===== src/rtl/pixel_correct_lanes_pkg.sv =====
// pixel_correct_lanes_pkg: shared state/error encodings and a bit-count helper
package pixel_correct_lanes_pkg;
  typedef enum logic [2:0] {
    ST_STANDBY,
    ST_INTERFRAME,
    ST_INTERLINE,
    ST_INTRALINE,
    ST_ERROR
  } state_t;

  typedef enum logic [1:0] {
    ERR_NONE,
    ERR_UNDERRUN,
    ERR_LINE,
    ERR_ROW
  } err_t;

  function automatic logic [16:0] ones(input logic [31:0] v);
    ones = '0;
    for (int i = 0; i < 32; i++) ones += 17'(v[i]);
  endfunction
endpackage


===== src/rtl/pixel_correct_lanes_lane.sv =====
// pixel_correct_lanes_lane: one lane's subtract/multiply/saturate pipe; PIXCOR_STATS_EN adds sat/clamp flags
module pixel_correct_lanes_lane
  import pixel_correct_lanes_pkg::*;
#(
  parameter int DN_SIZE   = 12,
  parameter int GAIN_SIZE = 16,
  parameter int GAIN_FRAC = 12,
  parameter int OUT_SIZE  = 16
) (
  input  logic                 pixel_clk,
  input  logic                 reset_n,
  input  logic [DN_SIZE-1:0]   dn,
  input  logic [DN_SIZE-1:0]   dark,
  input  logic [GAIN_SIZE-1:0] gain,
  output logic [OUT_SIZE-1:0]  pix
`ifdef PIXCOR_STATS_EN
  ,
  output logic                 sat,
  output logic                 clamp
`endif
);
  localparam int PW = DN_SIZE + GAIN_SIZE;
  localparam int QW = PW - GAIN_FRAC;

  logic [DN_SIZE:0]     diff;
  logic [DN_SIZE-1:0]   d_d, d_q;
  logic [GAIN_SIZE-1:0] g_d, g_q;
  logic [PW-1:0]        p_d, p_q;
  logic [QW-1:0]        q;
  logic                 over;
  logic [OUT_SIZE-1:0]  pix_d, pix_q;
`ifdef PIXCOR_STATS_EN
  logic [2:0] c_d, c_q;
  logic       s_d, s_q;
`endif

  // Saturation only exists when the shifted product is wider than the output
  if (QW > OUT_SIZE) begin : g_sat
    assign over = |q[QW-1:OUT_SIZE];
  end else begin : g_nosat
    assign over = 1'b0;
  end

  // S1 clamps negative differences, S2 multiplies, S3 truncates and saturates
  always_comb begin
    diff  = {1'b0, dn} - {1'b0, dark};
    d_d   = diff[DN_SIZE] ? '0 : diff[DN_SIZE-1:0];
    g_d   = gain;
    p_d   = PW'(d_q) * PW'(g_q);
    q     = p_q[PW-1:GAIN_FRAC];
    pix_d = over ? '1 : OUT_SIZE'(q);
`ifdef PIXCOR_STATS_EN
    c_d   = {c_q[1:0], diff[DN_SIZE]};
    s_d   = over;
`endif
  end

  // Pipeline registers; the clamp flag rides along so both flags line up with pix
  always_ff @(posedge pixel_clk or negedge reset_n) begin
    if (!reset_n) begin
      d_q   <= '0;
      g_q   <= '0;
      p_q   <= '0;
      pix_q <= '0;
`ifdef PIXCOR_STATS_EN
      c_q   <= '0;
      s_q   <= 1'b0;
`endif
    end else begin
      d_q   <= d_d;
      g_q   <= g_d;
      p_q   <= p_d;
      pix_q <= pix_d;
`ifdef PIXCOR_STATS_EN
      c_q   <= c_d;
      s_q   <= s_d;
`endif
    end
  end

  assign pix = pix_q;
`ifdef PIXCOR_STATS_EN
  assign sat   = s_q;
  assign clamp = c_q[2];
`endif
endmodule


===== src/rtl/pixel_correct_lanes.sv =====
// pixel_correct_lanes: frame/line tracking FSM + N-lane dark/gain correction; PIXCOR_STATS_EN adds per-frame sat/clamp counters
module pixel_correct_lanes
  import pixel_correct_lanes_pkg::*;
#(
  parameter  int N_LANE       = 4,
  parameter  int DN_SIZE      = 12,
  parameter  int GAIN_SIZE    = 16,
  parameter  int GAIN_FRAC    = 12,
  parameter  int OUT_SIZE     = 16,
  parameter  int N_COL_MAX    = 2048,
  parameter  int N_ROW_MAX    = 2064,
  parameter  int N_FRAME_SIZE = 20,
  localparam int CW           = $clog2(N_COL_MAX + 1),
  localparam int RW           = $clog2(N_ROW_MAX + 1)
) (
  input  logic                          pixel_clk,
  input  logic                          reset_n,
  input  logic                          pix_valid,
  input  logic                          fval,
  input  logic                          lval,
  input  logic [N_LANE*DN_SIZE-1:0]     pix_dn,
  input  logic                          coeff_valid,
  input  logic [N_LANE*DN_SIZE-1:0]     coeff_dark,
  input  logic [N_LANE*GAIN_SIZE-1:0]   coeff_gain,
  output logic                          coeff_ack,
  output logic                          out_valid,
  output logic                          out_sol,
  output logic                          out_sof,
  output logic [N_LANE*OUT_SIZE-1:0]    out_pix,
  output logic [RW-1:0]                 n_row,
  output logic [CW-1:0]                 n_col,
  output logic [N_FRAME_SIZE-1:0]       n_frame,
  output logic                          error,
  output logic [1:0]                    err_code
`ifdef PIXCOR_STATS_EN
  ,
  output logic [15:0]                   sat_count,
  output logic [15:0]                   clamp_count
`endif
);
  state_t                  state_q, state_d;
  err_t                    code_q, code_d;
  logic [RW-1:0]           row_q, row_d;
  logic [CW-1:0]           col_q, col_d;
  logic [N_FRAME_SIZE-1:0] frame_q, frame_d;
  logic [2:0]              vld_q, vld_d, sol_q, sol_d, sof_q, sof_d;
  logic                    line_beat, run, row_ovr, col_ovr, frame_end;

  // Beat qualification, ack, marker shift and next-state logic
  always_comb begin
    line_beat = pix_valid && fval && lval;
    run       = state_q inside {ST_INTERFRAME, ST_INTERLINE, ST_INTRALINE};
    row_ovr   = state_q == ST_INTERLINE && row_q == RW'(N_ROW_MAX);
    col_ovr   = state_q == ST_INTRALINE && col_q == CW'(N_COL_MAX);
    frame_end = pix_valid && !fval && (state_q == ST_INTRALINE || state_q == ST_INTERLINE);
    coeff_ack = line_beat && run && coeff_valid && !row_ovr && !col_ovr;
    vld_d     = {vld_q[1:0], coeff_ack};
    sol_d     = {sol_q[1:0], coeff_ack && state_q != ST_INTRALINE};
    sof_d     = {sof_q[1:0], coeff_ack && state_q == ST_INTERFRAME};
    state_d   = state_q;
    code_d    = code_q;
    row_d     = row_q;
    col_d     = col_q;
    frame_d   = frame_q;
    case (state_q)
      ST_STANDBY:
        if (pix_valid && !fval) begin
          state_d = ST_INTERFRAME;
          row_d   = '0;
          col_d   = '0;
          frame_d = '0;
        end
      ST_INTERFRAME, ST_INTERLINE, ST_INTRALINE:
        if (line_beat && (row_ovr || col_ovr)) begin
          state_d = ST_ERROR;
          code_d  = row_ovr ? ERR_ROW : ERR_LINE;
        end else if (line_beat && !coeff_valid) begin
          state_d = ST_ERROR;
          code_d  = ERR_UNDERRUN;
        end else if (line_beat) begin
          state_d = ST_INTRALINE;
          row_d   = state_q == ST_INTERFRAME ? '0 : row_q;
          col_d   = (state_q == ST_INTRALINE ? col_q : '0) + CW'(N_LANE);
        end else if (frame_end) begin
          state_d = ST_INTERFRAME;
          frame_d = frame_q + N_FRAME_SIZE'(1);
        end else if (pix_valid && state_q == ST_INTRALINE) begin
          state_d = ST_INTERLINE;
          row_d   = row_q + RW'(1);
        end
      default: ;
    endcase
  end

  // FSM state, position counters and the sol/sof/valid marker pipe
  always_ff @(posedge pixel_clk or negedge reset_n) begin
    if (!reset_n) begin
      state_q <= ST_STANDBY;
      code_q  <= ERR_NONE;
      row_q   <= '0;
      col_q   <= '0;
      frame_q <= '0;
      vld_q   <= '0;
      sol_q   <= '0;
      sof_q   <= '0;
    end else begin
      state_q <= state_d;
      code_q  <= code_d;
      row_q   <= row_d;
      col_q   <= col_d;
      frame_q <= frame_d;
      vld_q   <= vld_d;
      sol_q   <= sol_d;
      sof_q   <= sof_d;
    end
  end

  assign out_valid = vld_q[2];
  assign out_sol   = sol_q[2];
  assign out_sof   = sof_q[2];
  assign n_row     = row_q;
  assign n_col     = col_q;
  assign n_frame   = frame_q;
  assign error     = state_q == ST_ERROR;
  assign err_code  = code_q;

`ifdef PIXCOR_STATS_EN
  logic [N_LANE-1:0] sat_l, clamp_l;
  logic [2:0]        eof_q, eof_d;
  logic [16:0]       sat_sum, clamp_sum;
  logic [15:0]       sat_acc_q, sat_acc_d, clamp_acc_q, clamp_acc_d;
  logic [15:0]       sat_cnt_q, sat_cnt_d, clamp_cnt_q, clamp_cnt_d;

  // Frame end is delayed through the pipe so the last beats of a frame count before the latch
  always_comb begin
    eof_d       = {eof_q[1:0], frame_end};
    sat_sum     = {1'b0, sat_acc_q} + (vld_q[2] ? ones(32'(sat_l)) : 17'd0);
    clamp_sum   = {1'b0, clamp_acc_q} + (vld_q[2] ? ones(32'(clamp_l)) : 17'd0);
    sat_acc_d   = eof_q[2] ? '0 : sat_sum[16] ? 16'hFFFF : sat_sum[15:0];
    clamp_acc_d = eof_q[2] ? '0 : clamp_sum[16] ? 16'hFFFF : clamp_sum[15:0];
    sat_cnt_d   = eof_q[2] ? sat_acc_q : sat_cnt_q;
    clamp_cnt_d = eof_q[2] ? clamp_acc_q : clamp_cnt_q;
  end

  // Per-frame accumulators and their latched copies
  always_ff @(posedge pixel_clk or negedge reset_n) begin
    if (!reset_n) begin
      eof_q       <= '0;
      sat_acc_q   <= '0;
      clamp_acc_q <= '0;
      sat_cnt_q   <= '0;
      clamp_cnt_q <= '0;
    end else begin
      eof_q       <= eof_d;
      sat_acc_q   <= sat_acc_d;
      clamp_acc_q <= clamp_acc_d;
      sat_cnt_q   <= sat_cnt_d;
      clamp_cnt_q <= clamp_cnt_d;
    end
  end

  assign sat_count   = sat_cnt_q;
  assign clamp_count = clamp_cnt_q;
`endif

  for (genvar i = 0; i < N_LANE; i++) begin : g_lane
    pixel_correct_lanes_lane #(
      .DN_SIZE  (DN_SIZE),
      .GAIN_SIZE(GAIN_SIZE),
      .GAIN_FRAC(GAIN_FRAC),
      .OUT_SIZE (OUT_SIZE)
    ) u_lane (
      .pixel_clk(pixel_clk),
      .reset_n  (reset_n),
      .dn       (pix_dn[i*DN_SIZE+:DN_SIZE]),
      .dark     (coeff_dark[i*DN_SIZE+:DN_SIZE]),
      .gain     (coeff_gain[i*GAIN_SIZE+:GAIN_SIZE]),
      .pix      (out_pix[i*OUT_SIZE+:OUT_SIZE])
`ifdef PIXCOR_STATS_EN
      ,
      .sat      (sat_l[i]),
      .clamp    (clamp_l[i])
`endif
    );
  end
endmodule

===== config.mk =====
export PLATFORM = sky130hd
export DESIGN_NAME = pixel_correct_lanes
export DESIGN_NICKNAME = d
export VERILOG_FILES = /design/src/rtl/pixel_correct_lanes_pkg.sv /design/src/rtl/pixel_correct_lanes_lane.sv /design/src/rtl/pixel_correct_lanes.sv
export SDC_FILE = /design/constraint.sdc
export NUM_CORES = 2
export LEC_CHECK = 0
export BUFFER_PORTS_ARGS = -buffer_cell sky130_fd_sc_hd__buf_4
export CORE_ASPECT_RATIO = 0.6
export CORE_MARGIN = 4
export CORE_UTILIZATION = 58
export DETAILED_ROUTE_END_ITERATION = 7
export GPL_TIMING_DRIVEN = 0
export HOLD_SLACK_MARGIN = 0.05
export PLACE_DENSITY = 0.78
export SLEW_MARGIN = 20
export SYNTH_ARGS = -nofsm -noshare
export SYNTH_HDL_FRONTEND = slang
export SYNTH_SLANG_ARGS = --single-unit

===== constraint.sdc =====
create_clock -name pixel_clk -period 6.7 [get_ports pixel_clk]
set_input_delay 0.67 -clock pixel_clk [delete_from_list [all_inputs] [get_ports pixel_clk]]
set_output_delay 0.67 -clock pixel_clk [all_outputs]
set_load 0.05 [all_outputs]

==> impl_summary.log <==
INFO  metric critPathLaunch = g_lane[3].u_lane.d_q[7]
INFO  metric antenna_found_initial = 1
INFO  metric critical-path-max-stage-delay = 0.59 ns
INFO  metric synthCells = 3536
INFO  metric detailed_routing_iteration_count_for_the_pre_antenna_repair_pass = 5
INFO  metric floorplan_row_count = just under 70
INFO  metric clock_buffer_count_from_cts = 30
INFO  metric ys_seq_elements = 296
INFO  metric layout_min_cycle_time = 6.28 ns
INFO  metric die_area = 62400 um2
INFO  metric reg2reg_setup_slack = 0.42 ns
INFO  metric drt_drc_violations_left = 0
INFO  metric totalWireLength = ~80000 um
INFO  metric slew_viol_final = 0
INFO  metric setup_viol_count_final = 0
INFO  metric clk_pin_slew_worst_paths = around 0.070 ns
INFO  metric skew = 0.0265 ns
INFO  metric ys.flop_type = dfrtp_1
INFO  metric yosysSeqAreaShare = 21.9%
INFO  metric first_global_vias = 25700
INFO  metric cpMaxStageDelayCell = fa_1
INFO  metric worst_setup_path_end_kind = register
INFO  metric design_area = around 38000 um2
INFO  metric p_leak = between 15 and 20 nW
INFO  metric synth_edf_count = 0
INFO  metric tns = 0 ns
INFO  metric area_growth_syn_to_layout = 12.4%
INFO  metric grt_usage = 26.5%
INFO  metric final_net_count = 4876
INFO  metric die_boundary_width = roughly 320 um
INFO  metric clk-insertion-delay-late = 0.62 ns
INFO  metric gp_routability_congestion = 0.943
INFO  metric dr.first_iter.drc_count = 1848
INFO  metric final_hold_violations = 0
INFO  metric depth_of_the_worst_register_to_register_path = 18
INFO  metric critical_path.most_common_cell = fa_1
INFO  metric place_hpwl = 66400 um
INFO  metric top_level_ports = 281
INFO  metric initial_core_util = 58.7%
INFO  metric vdd.ir_drop.worst = ~0.00024 V
INFO  metric drive_gt1_share = roughly a tenth
INFO  metric clock_tree.htree_level_count = 1
INFO  metric cp.arrival = 6.74 ns
INFO  metric crit_path_end = g_lane[3].u_lane.p_q[27]
INFO  metric antenna_cells = 0
INFO  metric reg2reg_from = g_lane[3].u_lane.d_q[7]
INFO  metric gates_resized_cts_repair = 0
INFO  metric max_freq = 159 MHz
INFO  metric layout_commonest_cell = inv_1
INFO  metric ant_nets = 0
INFO  metric chipHeight = 195 um
INFO  metric worst_pin_slew = 0.687 ns
INFO  metric grt_start_max_net_pins = slightly above 90
INFO  metric placed_area = 37000 um2
INFO  metric mostFrequentLayoutCells = 724 x inv_1, 570 x nand2_1, 560 x fa_1, 300 x ha_1, 296 x dfrtp_1
INFO  metric max_cap_violations = 0
INFO  metric grt_pass1_wl = 134000 um
INFO  metric worstHoldPathType = input pin to register
INFO  metric outcome = completed
INFO  metric post-cts-setup-buffers = 0
INFO  metric worst-endpoint-required = roughly 7 ns
INFO  metric syn-mean-instance-area = 9.56 um2
INFO  metric tritoncts = built
INFO  metric synthesis.yosys.warnings = 0
INFO  metric cts_root_buffer = clkbuf_16
INFO  metric buffer_ports.inserted = roughly 280
INFO  metric critical_path_class = register to register
INFO  metric unique_masters_post_synth = 73
INFO  metric ctsLongestPathBuffers = 3
INFO  metric rsz0062_at_grt = false
INFO  metric relative_slew_margins = 53.9%
INFO  metric cts.sink_count = 296
INFO  metric gr-total-overflow = 0
INFO  metric route.detailed.wl_per_inst = 17.3 um
INFO  metric critical_path.cell_chain = clkbuf_1 > and2_1 > fa_1 > fa_1 > fa_1 > fa_1 > inv_1 > fa_1 > inv_1 > ha_1 > a21oi_1 > nand4_1 > a211oi_2 > nor3b_2 > a311o_1 > a211o_1 > a21oi_1 > xnor2_1
INFO  metric fraction_of_registers_with_async_set_or_reset_after_synthesis = 100%
INFO  metric coreArea = 57600 um2
INFO  metric synthesis.area = 33800 um2
INFO  metric fin_crit_sh = 93.8%
INFO  metric cp_max_fo = 10
INFO  metric power.density = 346 nW/um2
INFO  metric critical_path.startpoint_type = register
INFO  metric cts_stage_hold_buffer_count = 1
INFO  metric vias_per_cell = about 5.3
INFO  metric vias = 24500
INFO  metric r2r_endpoint = g_lane[3].u_lane.p_q[27]
synthesized netlist by cell type, types with 3 or more instances:
master,n,area share [%]
o22ai_1,6,0.11
or2_2,3,0.056
or3_1,5,0.092
o21a_1,11,0.24
nor2b_1,22,0.41
and3_1,21,0.39
o41ai_1,5,0.13
a22o_1,3,0.078
a21oi_2,5,0.13
ha_1,300,11
nor3_1,26,0.38
o21ai_1,19,0.28
nand3_1,38,0.56
o21ai_0,50,0.74
buf_2,6,0.089
xnor2_1,68,1.8
a211oi_1,10,0.22
a2111oi_0,3,0.078
dfrtp_1,296,22
nor4b_1,3,0.078
nand4bb_1,4,0.13
a21boi_1,3,0.067
and2_1,268,5.0
nor4_1,3,0.056
a211o_1,7,0.18
nand4_1,18,0.33
o21bai_1,10,0.22
nor2_1,118,1.3
a21o_1,33,0.73
a31oi_1,6,0.11
fa_1,560,33
nand2_1,570,6.3
inv_1,724,8.0
clkbuf_1,114,1.3
a21boi_0,5,0.11
xor2_1,49,1.3
o211ai_1,4,0.089
nand2b_1,7,0.13
o31ai_1,10,0.22
a21oi_1,79,1.2
report_power, final:
group	total, W	switching [W]	internal [W]
clock network	0.00178	0.000756	0.00103
registers	0.00255	0.000251	0.00230
logic	0.00883	0.00534	0.00349
total	0.0132	0.00635	0.00681
final cells by class:
type	instances	area [um2]
Sequential cell	296	7410
Inverter	725	2720
Multi-Input combinational cell	2393	23200
Tap cell	770	963
Fill cell	4565	19600
Timing Repair Buffer	281	2180
Clock buffer	40	828
Clock inverter	14	211
Buffer	123	477
flip-flops by register name (all words and copies together) (netlist names), 3 cells and up:
name	count
vld_q	3
g_lane.u_lane.p_q	64
g_lane.u_lane.pix	64
g_lane.u_lane.d_q	48
state_q	3
sol_q	3
sof_q	3
n_col	10
g_lane.u_lane.g_q	64
n_row	12
n_frame	20
through the flow:
step                setup slack (ns)  std cells  hold slack [ns]  total power [W]  utilization [%]
finish                         0.417       4642            0.152           0.0132             66.0
global route                  0.0809       4642            0.112           0.0145             66.0
detailed placement             0.477       4587            0.335           0.0113             64.2
floorplan                       1.46       3537            0.331          0.00894                -
CTS                            0.461       4642            0.109           0.0132             66.0
global placement               0.529       4584            0.331           0.0110             64.0
worst max-delay path, delay by kind of cell (launching register included):
family	cells	cell delay, ns
fa+ha+maj	6	2.83
compound gates	5	1.41
buf+inv	3	0.61
simple gates	3	0.54
flops	1	0.51
xor+xnor	1	0.23
per-layer routing:
metal / global-route usage, % / vias up / wire (um)
li1: - / 11300 / -
met1: 40.6 / 12100 / 36800
met2: 38.7 / 974 / 34200
met3: 6.90 / 97 / 7950
met4: 4.54 / 0 / 1480
met5: 0 / - / 0
worst min path at each step:
stage / from / depth (start not counted) / to
after floorplan: g_lane[0].u_lane.p_q[12] / 0 / g_lane[0].u_lane.pix[0]
after detailed placement: g_lane[0].u_lane.p_q[13] / 0 / g_lane[0].u_lane.pix[1]
after CTS: coeff_gain[16] / 1 / g_lane[1].u_lane.g_q[0]
after global placement: sol_q[1] / 0 / sol_q[2]
after global routing: coeff_gain[45] / 1 / g_lane[2].u_lane.g_q[13]
final: coeff_gain[2] / 1 / g_lane[0].u_lane.g_q[2]
logic make-up (layout without fill, tap and decap cells):
logic type | Yosys count | count (layout) | synth area share (%)
AND/OR/NAND/NOR | 1120 | 1120 | 15.6
adder cells (fa/ha/maj) | 860 | 860 | 44.3
buffers and inverters | 848 | 1183 | 9.46
flip-flops | 296 | 296 | 21.9
AO/OA/AOI/OAI | 293 | 293 | 5.69
XOR/XNOR | 117 | 117 | 3.03
other | 1 | 2 | 0.0111
multiplexers | 1 | 1 | 0.0333
(Power assumes the default switching activity.)
